[config.mk]
export PLATFORM = sky130hd
export DESIGN_NAME = lsu_mem_responder
export DESIGN_NICKNAME = d
export VERILOG_FILES = /design/src/rtl/lsu_mem_responder.sv
export SDC_FILE = /design/constraint.sdc
export NUM_CORES = 1
export LEC_CHECK = 0
export ABC_AREA = 1
export CORE_UTILIZATION = 30
export DETAILED_ROUTE_END_ITERATION = 8
export GPL_TIMING_DRIVEN = 1
export PLACE_DENSITY_LB_ADDON = 0.15
export SLEW_MARGIN = 20
export SYNTH_ARGS = -nofsm -noshare
export SYNTH_HDL_FRONTEND = slang
export SYNTH_SLANG_ARGS = --single-unit
[constraint.sdc]
create_clock -name i_clk -period 2.25 [get_ports i_clk]
set_input_delay 0.45 -clock i_clk [delete_from_list [all_inputs] [get_ports i_clk]]
set_output_delay 0.45 -clock i_clk [all_outputs]
set_load 0.02 [all_outputs]
[src/rtl/lsu_mem_responder.sv]
// lsu_mem_responder
// MEM-stage load/store responder. It takes one request from the EX/MEM
// register, performs it on a req/gnt/rvalid data bus, then presents the
// aligned and extended result with o_lsu_READY. The result is held until the
// pipeline advances (i_adv).
//
// Ports
//   i_clk, i_rst         clock, synchronous active-high reset
//   i_lsu_*              request from MEM: valid, we, funct3, addr, wdata
//   i_adv                MEM/WB register enable (result consumed)
//   o_lsu_READY/rdata/err  result towards the pipeline
//   o_bus_req/we/addr/be/wdata  bus request (word aligned, lane replicated)
//   i_bus_gnt/rvalid/rdata      bus grant and response
//
// State | meaning
// ------+---------------------------------------------------------------
// IDLE  | waiting for i_lsu_VALID; decodes and latches the request
// REQ   | o_bus_req high, bus fields stable, waiting for i_bus_gnt
// WAIT  | granted, counting cycles until i_bus_rvalid or timeout
// DONE  | o_lsu_READY high, result held until i_adv
module lsu_mem_responder #(
  parameter int BUS_TIMEOUT = 255
) (
  input  logic        i_clk,
  input  logic        i_rst,
  input  logic        i_lsu_VALID,
  input  logic        i_lsu_we,
  input  logic [2:0]  i_lsu_funct3,
  input  logic [31:0] i_lsu_addr,
  input  logic [31:0] i_lsu_wdata,
  input  logic        i_adv,
  output logic        o_lsu_READY,
  output logic [31:0] o_lsu_rdata,
  output logic        o_lsu_err,
  output logic        o_bus_req,
  output logic        o_bus_we,
  output logic [31:0] o_bus_addr,
  output logic [3:0]  o_bus_be,
  output logic [31:0] o_bus_wdata,
  input  logic        i_bus_gnt,
  input  logic        i_bus_rvalid,
  input  logic [31:0] i_bus_rdata
);

  // Counter only needs to reach BUS_TIMEOUT-1: the timeout fires on the
  // WAIT cycle where it holds that value, giving exactly BUS_TIMEOUT WAIT cycles.
  localparam int CW = (BUS_TIMEOUT > 1) ? $clog2(BUS_TIMEOUT) : 1;
  localparam int TO_LAST_I = (BUS_TIMEOUT > 0) ? BUS_TIMEOUT - 1 : 0;
  localparam logic [CW-1:0] TO_LAST = TO_LAST_I[CW-1:0];
  localparam bit TO_EN = (BUS_TIMEOUT > 0);

  typedef enum logic [1:0] {
    S_IDLE = 2'd0,
    S_REQ  = 2'd1,
    S_WAIT = 2'd2,
    S_DONE = 2'd3
  } state_t;

  state_t state_q, state_d;

  logic          we_q, we_d;
  logic [2:0]    funct3_q, funct3_d;
  logic [1:0]    addr_lo_q, addr_lo_d;
  logic [CW-1:0] cnt_q, cnt_d;

  logic          ready_q, ready_d;
  logic [31:0]   rdata_q, rdata_d;
  logic          err_q, err_d;
  logic          req_q, req_d;
  logic          bus_we_q, bus_we_d;
  logic [31:0]   bus_addr_q, bus_addr_d;
  logic [3:0]    bus_be_q, bus_be_d;
  logic [31:0]   bus_wdata_q, bus_wdata_d;

  logic illegal;
  logic misaligned;

  // Store with funct3[2]=1 has no unsigned variant and is illegal.
  assign illegal = (i_lsu_funct3 == 3'b011) || (i_lsu_funct3[2:1] == 2'b11) ||
                   (i_lsu_we && i_lsu_funct3[2]);
  assign misaligned = ((i_lsu_funct3[1:0] == 2'b01) && i_lsu_addr[0]) ||
                      ((i_lsu_funct3[1:0] == 2'b10) && (i_lsu_addr[1:0] != 2'b00));

  function automatic logic [3:0] byte_en(input logic [1:0] sz, input logic [1:0] a);
    logic [3:0] be;
    case (sz)
      2'b00:   be = 4'b0001 << a;
      2'b01:   be = 4'b0011 << a;
      default: be = 4'b1111;
    endcase
    return be;
  endfunction

  function automatic logic [31:0] lane_repl(input logic [1:0] sz, input logic [31:0] wd);
    logic [31:0] r;
    case (sz)
      2'b00:   r = {4{wd[7:0]}};
      2'b01:   r = {2{wd[15:0]}};
      default: r = wd;
    endcase
    return r;
  endfunction

  // Shift the addressed lane down to bit 0, then extend per funct3[2].
  function automatic logic [31:0] load_ext(input logic [2:0] f3, input logic [1:0] a,
                                           input logic [31:0] w);
    logic [31:0] sh;
    logic [31:0] r;
    sh = w >> {a, 3'b000};
    case (f3[1:0])
      2'b00:   r = f3[2] ? {24'b0, sh[7:0]} : {{24{sh[7]}}, sh[7:0]};
      2'b01:   r = f3[2] ? {16'b0, sh[15:0]} : {{16{sh[15]}}, sh[15:0]};
      default: r = sh;
    endcase
    return r;
  endfunction

  always_comb begin
    state_d     = state_q;
    we_d        = we_q;
    funct3_d    = funct3_q;
    addr_lo_d   = addr_lo_q;
    cnt_d       = cnt_q;
    ready_d     = ready_q;
    rdata_d     = rdata_q;
    err_d       = err_q;
    req_d       = req_q;
    bus_we_d    = bus_we_q;
    bus_addr_d  = bus_addr_q;
    bus_be_d    = bus_be_q;
    bus_wdata_d = bus_wdata_q;

    case (state_q)
      S_IDLE: begin
        if (i_lsu_VALID) begin
          we_d      = i_lsu_we;
          funct3_d  = i_lsu_funct3;
          addr_lo_d = i_lsu_addr[1:0];
          if (illegal || misaligned) begin
            state_d = S_DONE;
            ready_d = 1'b1;
            err_d   = 1'b1;
            rdata_d = 32'h0;
          end else begin
            state_d     = S_REQ;
            req_d       = 1'b1;
            bus_we_d    = i_lsu_we;
            bus_addr_d  = {i_lsu_addr[31:2], 2'b00};
            bus_be_d    = byte_en(i_lsu_funct3[1:0], i_lsu_addr[1:0]);
            bus_wdata_d = lane_repl(i_lsu_funct3[1:0], i_lsu_wdata);
          end
        end
      end
      S_REQ: begin
        if (i_bus_gnt) begin
          state_d = S_WAIT;
          req_d   = 1'b0;
          cnt_d   = '0;
        end
      end
      S_WAIT: begin
        cnt_d = cnt_q + CW'(1);
        if (i_bus_rvalid) begin
          state_d = S_DONE;
          ready_d = 1'b1;
          err_d   = 1'b0;
          rdata_d = we_q ? 32'h0 : load_ext(funct3_q, addr_lo_q, i_bus_rdata);
        end else if (TO_EN && (cnt_q == TO_LAST)) begin
          state_d = S_DONE;
          ready_d = 1'b1;
          err_d   = 1'b1;
          rdata_d = 32'h0;
        end
      end
      S_DONE: begin
        if (i_adv) begin
          state_d = S_IDLE;
          ready_d = 1'b0;
          err_d   = 1'b0;
          rdata_d = 32'h0;
        end
      end
      default: state_d = S_IDLE;
    endcase
  end

  always_ff @(posedge i_clk) begin
    if (i_rst) begin
      state_q     <= S_IDLE;
      we_q        <= 1'b0;
      funct3_q    <= 3'b000;
      addr_lo_q   <= 2'b00;
      cnt_q       <= '0;
      ready_q     <= 1'b0;
      rdata_q     <= 32'h0;
      err_q       <= 1'b0;
      req_q       <= 1'b0;
      bus_we_q    <= 1'b0;
      bus_addr_q  <= 32'h0;
      bus_be_q    <= 4'h0;
      bus_wdata_q <= 32'h0;
    end else begin
      state_q     <= state_d;
      we_q        <= we_d;
      funct3_q    <= funct3_d;
      addr_lo_q   <= addr_lo_d;
      cnt_q       <= cnt_d;
      ready_q     <= ready_d;
      rdata_q     <= rdata_d;
      err_q       <= err_d;
      req_q       <= req_d;
      bus_we_q    <= bus_we_d;
      bus_addr_q  <= bus_addr_d;
      bus_be_q    <= bus_be_d;
      bus_wdata_q <= bus_wdata_d;
    end
  end

  assign o_lsu_READY = ready_q;
  assign o_lsu_rdata = rdata_q;
  assign o_lsu_err   = err_q;
  assign o_bus_req   = req_q;
  assign o_bus_we    = bus_we_q;
  assign o_bus_addr  = bus_addr_q;
  assign o_bus_be    = bus_be_q;
  assign o_bus_wdata = bus_wdata_q;

endmodule

Word level (Yosys, flattened, before mapping)

Index checks and enable logic that the tools add are counted.

Equal/unequal tests: 15
Shifts and indexed selects: 3
Reduce and logical (&&, ||, !) cells: 20
Add/subtract/negate cells: 1
Bitwise gates (word level): 1
Muxes and demuxes: 33

Operators with widths:

| cell                                                              | number |
|---|---|
| 32-bit two-way mux                                                | 8 |
| 32-bit one-hot mux with 2 select lines                            | 2 |
| 32-bit one-hot mux with 3 select lines                            | 1 |
| 32-bit by 5-bit >> shifter with 32-bit output                     | 1 |
| 8-bit one-hot mux with 2 select lines                             | 1 |
| 2-bit two-way mux                                                 | 6 |
| 2-bit != test, second input constant                              | 5 |
| 1-bit two-way mux                                                 | 9 |
| 8-bit by 1-bit adder with 8-bit output, second input constant     | 1 |
| 2-bit == test, second input constant                              | 4 |
| 8-bit == test, second input constant                              | 1 |
| 8-bit two-way mux                                                 | 1 |
| 2-bit one-hot mux with 4 select lines                             | 1 |
| 4-bit one-hot mux with 2 select lines                             | 1 |
| 4-bit AND reduction                                               | 2 |
| 2-bit by 1-bit == test with 1-bit output, second input constant   | 3 |
| 2-bit logical NOT                                                 | 3 |
| 1-bit one-hot mux with 3 select lines                             | 2 |
| 2-bit nonzero test                                                | 3 |
| 5-bit AND reduction                                               | 1 |
| 1-bit logical OR                                                  | 4 |
| 2-bit AND reduction                                               | 2 |
| 1-bit by 2-bit << shifter with 4-bit output, first input constant | 1 |
| 2-bit by 2-bit << shifter with 4-bit output, first input constant | 1 |
| other kinds (7)                                                   | 9 |

Flip-flop bits (word level): 118
Output and inout port bits: 104
Input port bits: 106
Word-level logic and storage cells: 86

Logic depth before layout (Yosys ltp)

Word-level depth: 7
Depth in mapped cells: 11
Depth with buffers taken out: 10

Worst setup path before layout

Ideal clock, no wire load.

Path kind: flip-flop to flip-flop
Start: reg state_q[1]
End: reg cnt_q[7]
Buffers on the path: 0
Data arrival time: 1.540 ns
Path slack: 0.576 ns
Stages on the path, launching flop included: 11
Setup time: 0.133 ns
Path through: dfxtp_1 -> inv_1 -> ha_1 -> inv_1 -> nor2_1 -> a21oi_2 -> nand2_1 -> nor3_1 -> nand2_1 -> nand2_1 -> a21oi_1

Cells in the longest elaborated chain, start to end: 3
Elaborated cells on any way between the ends: 6
Those cells by class: 3 x eq/ne; 1 x mux; 2 x reduce/logical

Ends and longest elaborated chain:

| what                                                                             | RTL line | text |
|---|---|---|
| from (decl)                                                                      | 59       | `state_t state_q, state_d;` |
| from (signal assigned)                                                           | 203      | `state_q <= state_d;` |
| 2-bit by 1-bit == test with 1-bit output / 2-bit == test (equally long branches) | 133      | `case (state_q)` |
| 2-bit != test (no line) / 2-bit nonzero test (equally long branches)             | -        |  |
| 2-bit AND reduction (no line)                                                    | -        |  |
| to (signal assigned)                                                             | 207      | `cnt_q <= cnt_d;` |
| to (decl)                                                                        | 64       | `logic [CW-1:0] cnt_q, cnt_d;` |

Several ways; a longest one is shown, not always the timed one.
A chain may end at the register's enable or synchronous reset.

Worst setup path after layout

Ends and elaborated chain as after synthesis.

==> impl_metrics.ini <==
[global_routing]
grt_antenna_before_repair = 0
grt_max_degree = 39
grt_pass1_vias = 5716
grt_pass1_wl_um = 29300
grt_usage = 0.187
grt-ovfl-total = 0

[die]
dieArea_um2 = 20200
die_x_um = 142
io_pins = 210
start_util = 0.310
core_um2 = 19000
row_count = 50
die_h_um = 142

[clock_network]
cts_made_buffers = 17
htreeDepth = 4
clock_latency_ps = 420
ctsHoldBuffers = 0
clock_path_buffers = 2
post-cts-setup-buffer-count = 0
clkSinkCount = 118
cts-root-buf = clkbuf_16
cts-resized-gates = 0
cts_tree = yes
clk_pin_slew_ps = 60

[placement]
finalWeightedCongestion = 0.856
placed_area_um2 = 8390
dp_hpwl_um = 13600
io_buffers = 207
post-place-ws_ps = -112

[drt]
vias_per_cell = 4.58
firstDrtPassIters = 5
drc_errors = 0
ant_nets = 0
wl_um = 18400
vias = 6003
drt_iter0_markers = 269
post_drt_wl_per_cell_um = 14.1

[synth]
ys.flop_type = dfxtp_1
yosysTopAreaCell = dfxtp_1
ys_seq_elements = 118
syn_avg_cell_area_um2 = 7.23
synth_edf_count = 0
netlist_area_um2 = 5880
synthDistinctLibCells = 36
synth_top_area_frac = 0.402
yosys-top-cells-area = dfxtp_1 40%, a21oi_1 8.5%, nand2_1 8.5%
yosysWarnings = 0
async_reset_ff_frac = 0
syn-instance-count = 814
ys_seq_area_frac = 0.402

[finish]
fillers = 1973
final_area_um2 = 9040
fin_util = 0.477
antenna_cells = 0
drive_gt1_frac = 0.130
syn_to_final_growth_pct = 53.7
num-nets-final = 1151

[outcome]
status = finished, final reports clean

[critical_path]
cp.arrival_ps = 2350
required_ps = 2590
crit_fanout = 6
critPathLaunchType = register
worst_setup_path_end_kind = register
r2r_cells = 9
crit_type = register to register

[sta]
finalHoldViolCount = 0
hold_ws_ps = 440
setup_slack_ps = 236
rsz0062_at_grt = false
slew_headroom = 0.532
finalSetupViolCount = 0
fmax_mhz = 497
period_minus_slack_ps = 2010
tns_ps = 0
fin_crit_sh = 0.895
finalClockSkew_ps = 8.96
drv_slew = 0
worst_pin_slew_ps = 699

[pwr]
power_density_nw_per_um2 = 976
max-vdd-ir-drop_mv = 0.525
leakage_nw = 3.48

[min_path]
hold_path_class = register to register
holdPathStages = 2

[job]
max_cap_viol_count = 0
## where the power goes
| group | switching, W | internal [W] |
|---|---|---|
| clock network | 0.00106 | 0.00198 |
| logic | 0.00189 | 0.00133 |
| registers | 0.000192 | 0.00237 |
## final cells by class
type                       count  area, um^2  share of cell area
tap                          260         325              0.0360
multi-input combinational    537        2790               0.309
clock buffer                  18         429              0.0475
clock inverter                14         224              0.0248
sequential                   118        2360               0.261
inverter                     107         402              0.0444
timing repair buffer         257        2500               0.277
## per-layer routing
layer / up-vias / global-route usage / part of all wire
li1: 3097 / - / -
met1: 2704 / 0.228 / 0.45
met5: - / 0 / 0
met3: 23 / 0.0791 / 0.093
met2: 179 / 0.294 / 0.45
met4: 0 / 0.0617 / 0.012
## cell families after synthesis
kind of cell / synth area share
simple gates: 0.211
compound gates: 0.222
buf+inv: 0.124
flops: 0.402
mux: 0.0238
fa+ha+maj: 0.0149
other cells: 0.000638
xor+xnor: 0.00149
## cells in the final DEF (no fill, tap or decap), drive strengths merged
cell / instances
buf: 51
clkdlybuf4s50: 206
nand3b: 2
o211ai: 3
nor2: 49
inv: 108
nand2: 148
nor3b: 2
a211oi: 1
clkbuf: 18
mux2i: 14
a21oi: 125
nand3: 70
ha: 7
o21bai: 2
dfxtp: 118
nor3: 3
a21o: 2
and2: 1
bufinv: 5
clkinv: 7
clkinvlp: 1
conb: 2
xor2: 1
o21ai: 105
## flip-flops by register name (all words and copies together), names as in the netlist
register,cells
o_bus_wdata,32
o_lsu_rdata,32
o_bus_addr,30
cnt_q,8
o_bus_be,4
funct3_q,3
addr_lo_q,2
state_q,2
o_bus_req,1
o_bus_we,1
o_lsu_READY,1
o_lsu_err,1
we_q,1
## worst max-delay path: stages (launching register included)
cell and delay [ps]:
dfxtp_1 380, inv_1 100, ha_1 200, inv_1 190, nor2_1 120, a21oi_2 250
nand2_1 150, nor3_1 290, nand3b_1 120, a21oi_1 150
## final timing paths
kind	start	end	slack (ps)
hold reg to reg	o_bus_addr[23]$_SDFFE_PP0P_	o_bus_addr[23]$_SDFFE_PP0P_	440
hold / removal	o_bus_addr[23]$_SDFFE_PP0P_	o_bus_addr[23]$_SDFFE_PP0P_	440
setup / recovery	state_q[1]$_SDFFE_PP0P_	cnt_q[7]$_SDFFE_PP0P_	240
setup reg to reg	state_q[1]$_SDFFE_PP0P_	cnt_q[7]$_SDFFE_PP0P_	240
## per-stage QoR
step / cells / total power [W]
after floorplan: 815 / 0.00463
after global placement: 1279 / 0.00583
after detailed placement: 1279 / 0.00585
after CTS: 1311 / 0.00893
after global routing: 1311 / 0.00935
final: 1311 / 0.00882
## synth_stat cells (13+ instances only)
| library cell | n |
|---|---|
| clkbuf_1 | 23 |
| a21oi_2 | 25 |
| o21ai_0 | 93 |
| buf_2 | 13 |
| inv_1 | 101 |
| nand2_1 | 133 |
| dfxtp_1 | 118 |
| nor2_1 | 44 |
| mux2i_1 | 14 |
| a21oi_1 | 100 |
| nand3_1 | 66 |
Note: power is estimated with default switching activity, not from simulation.
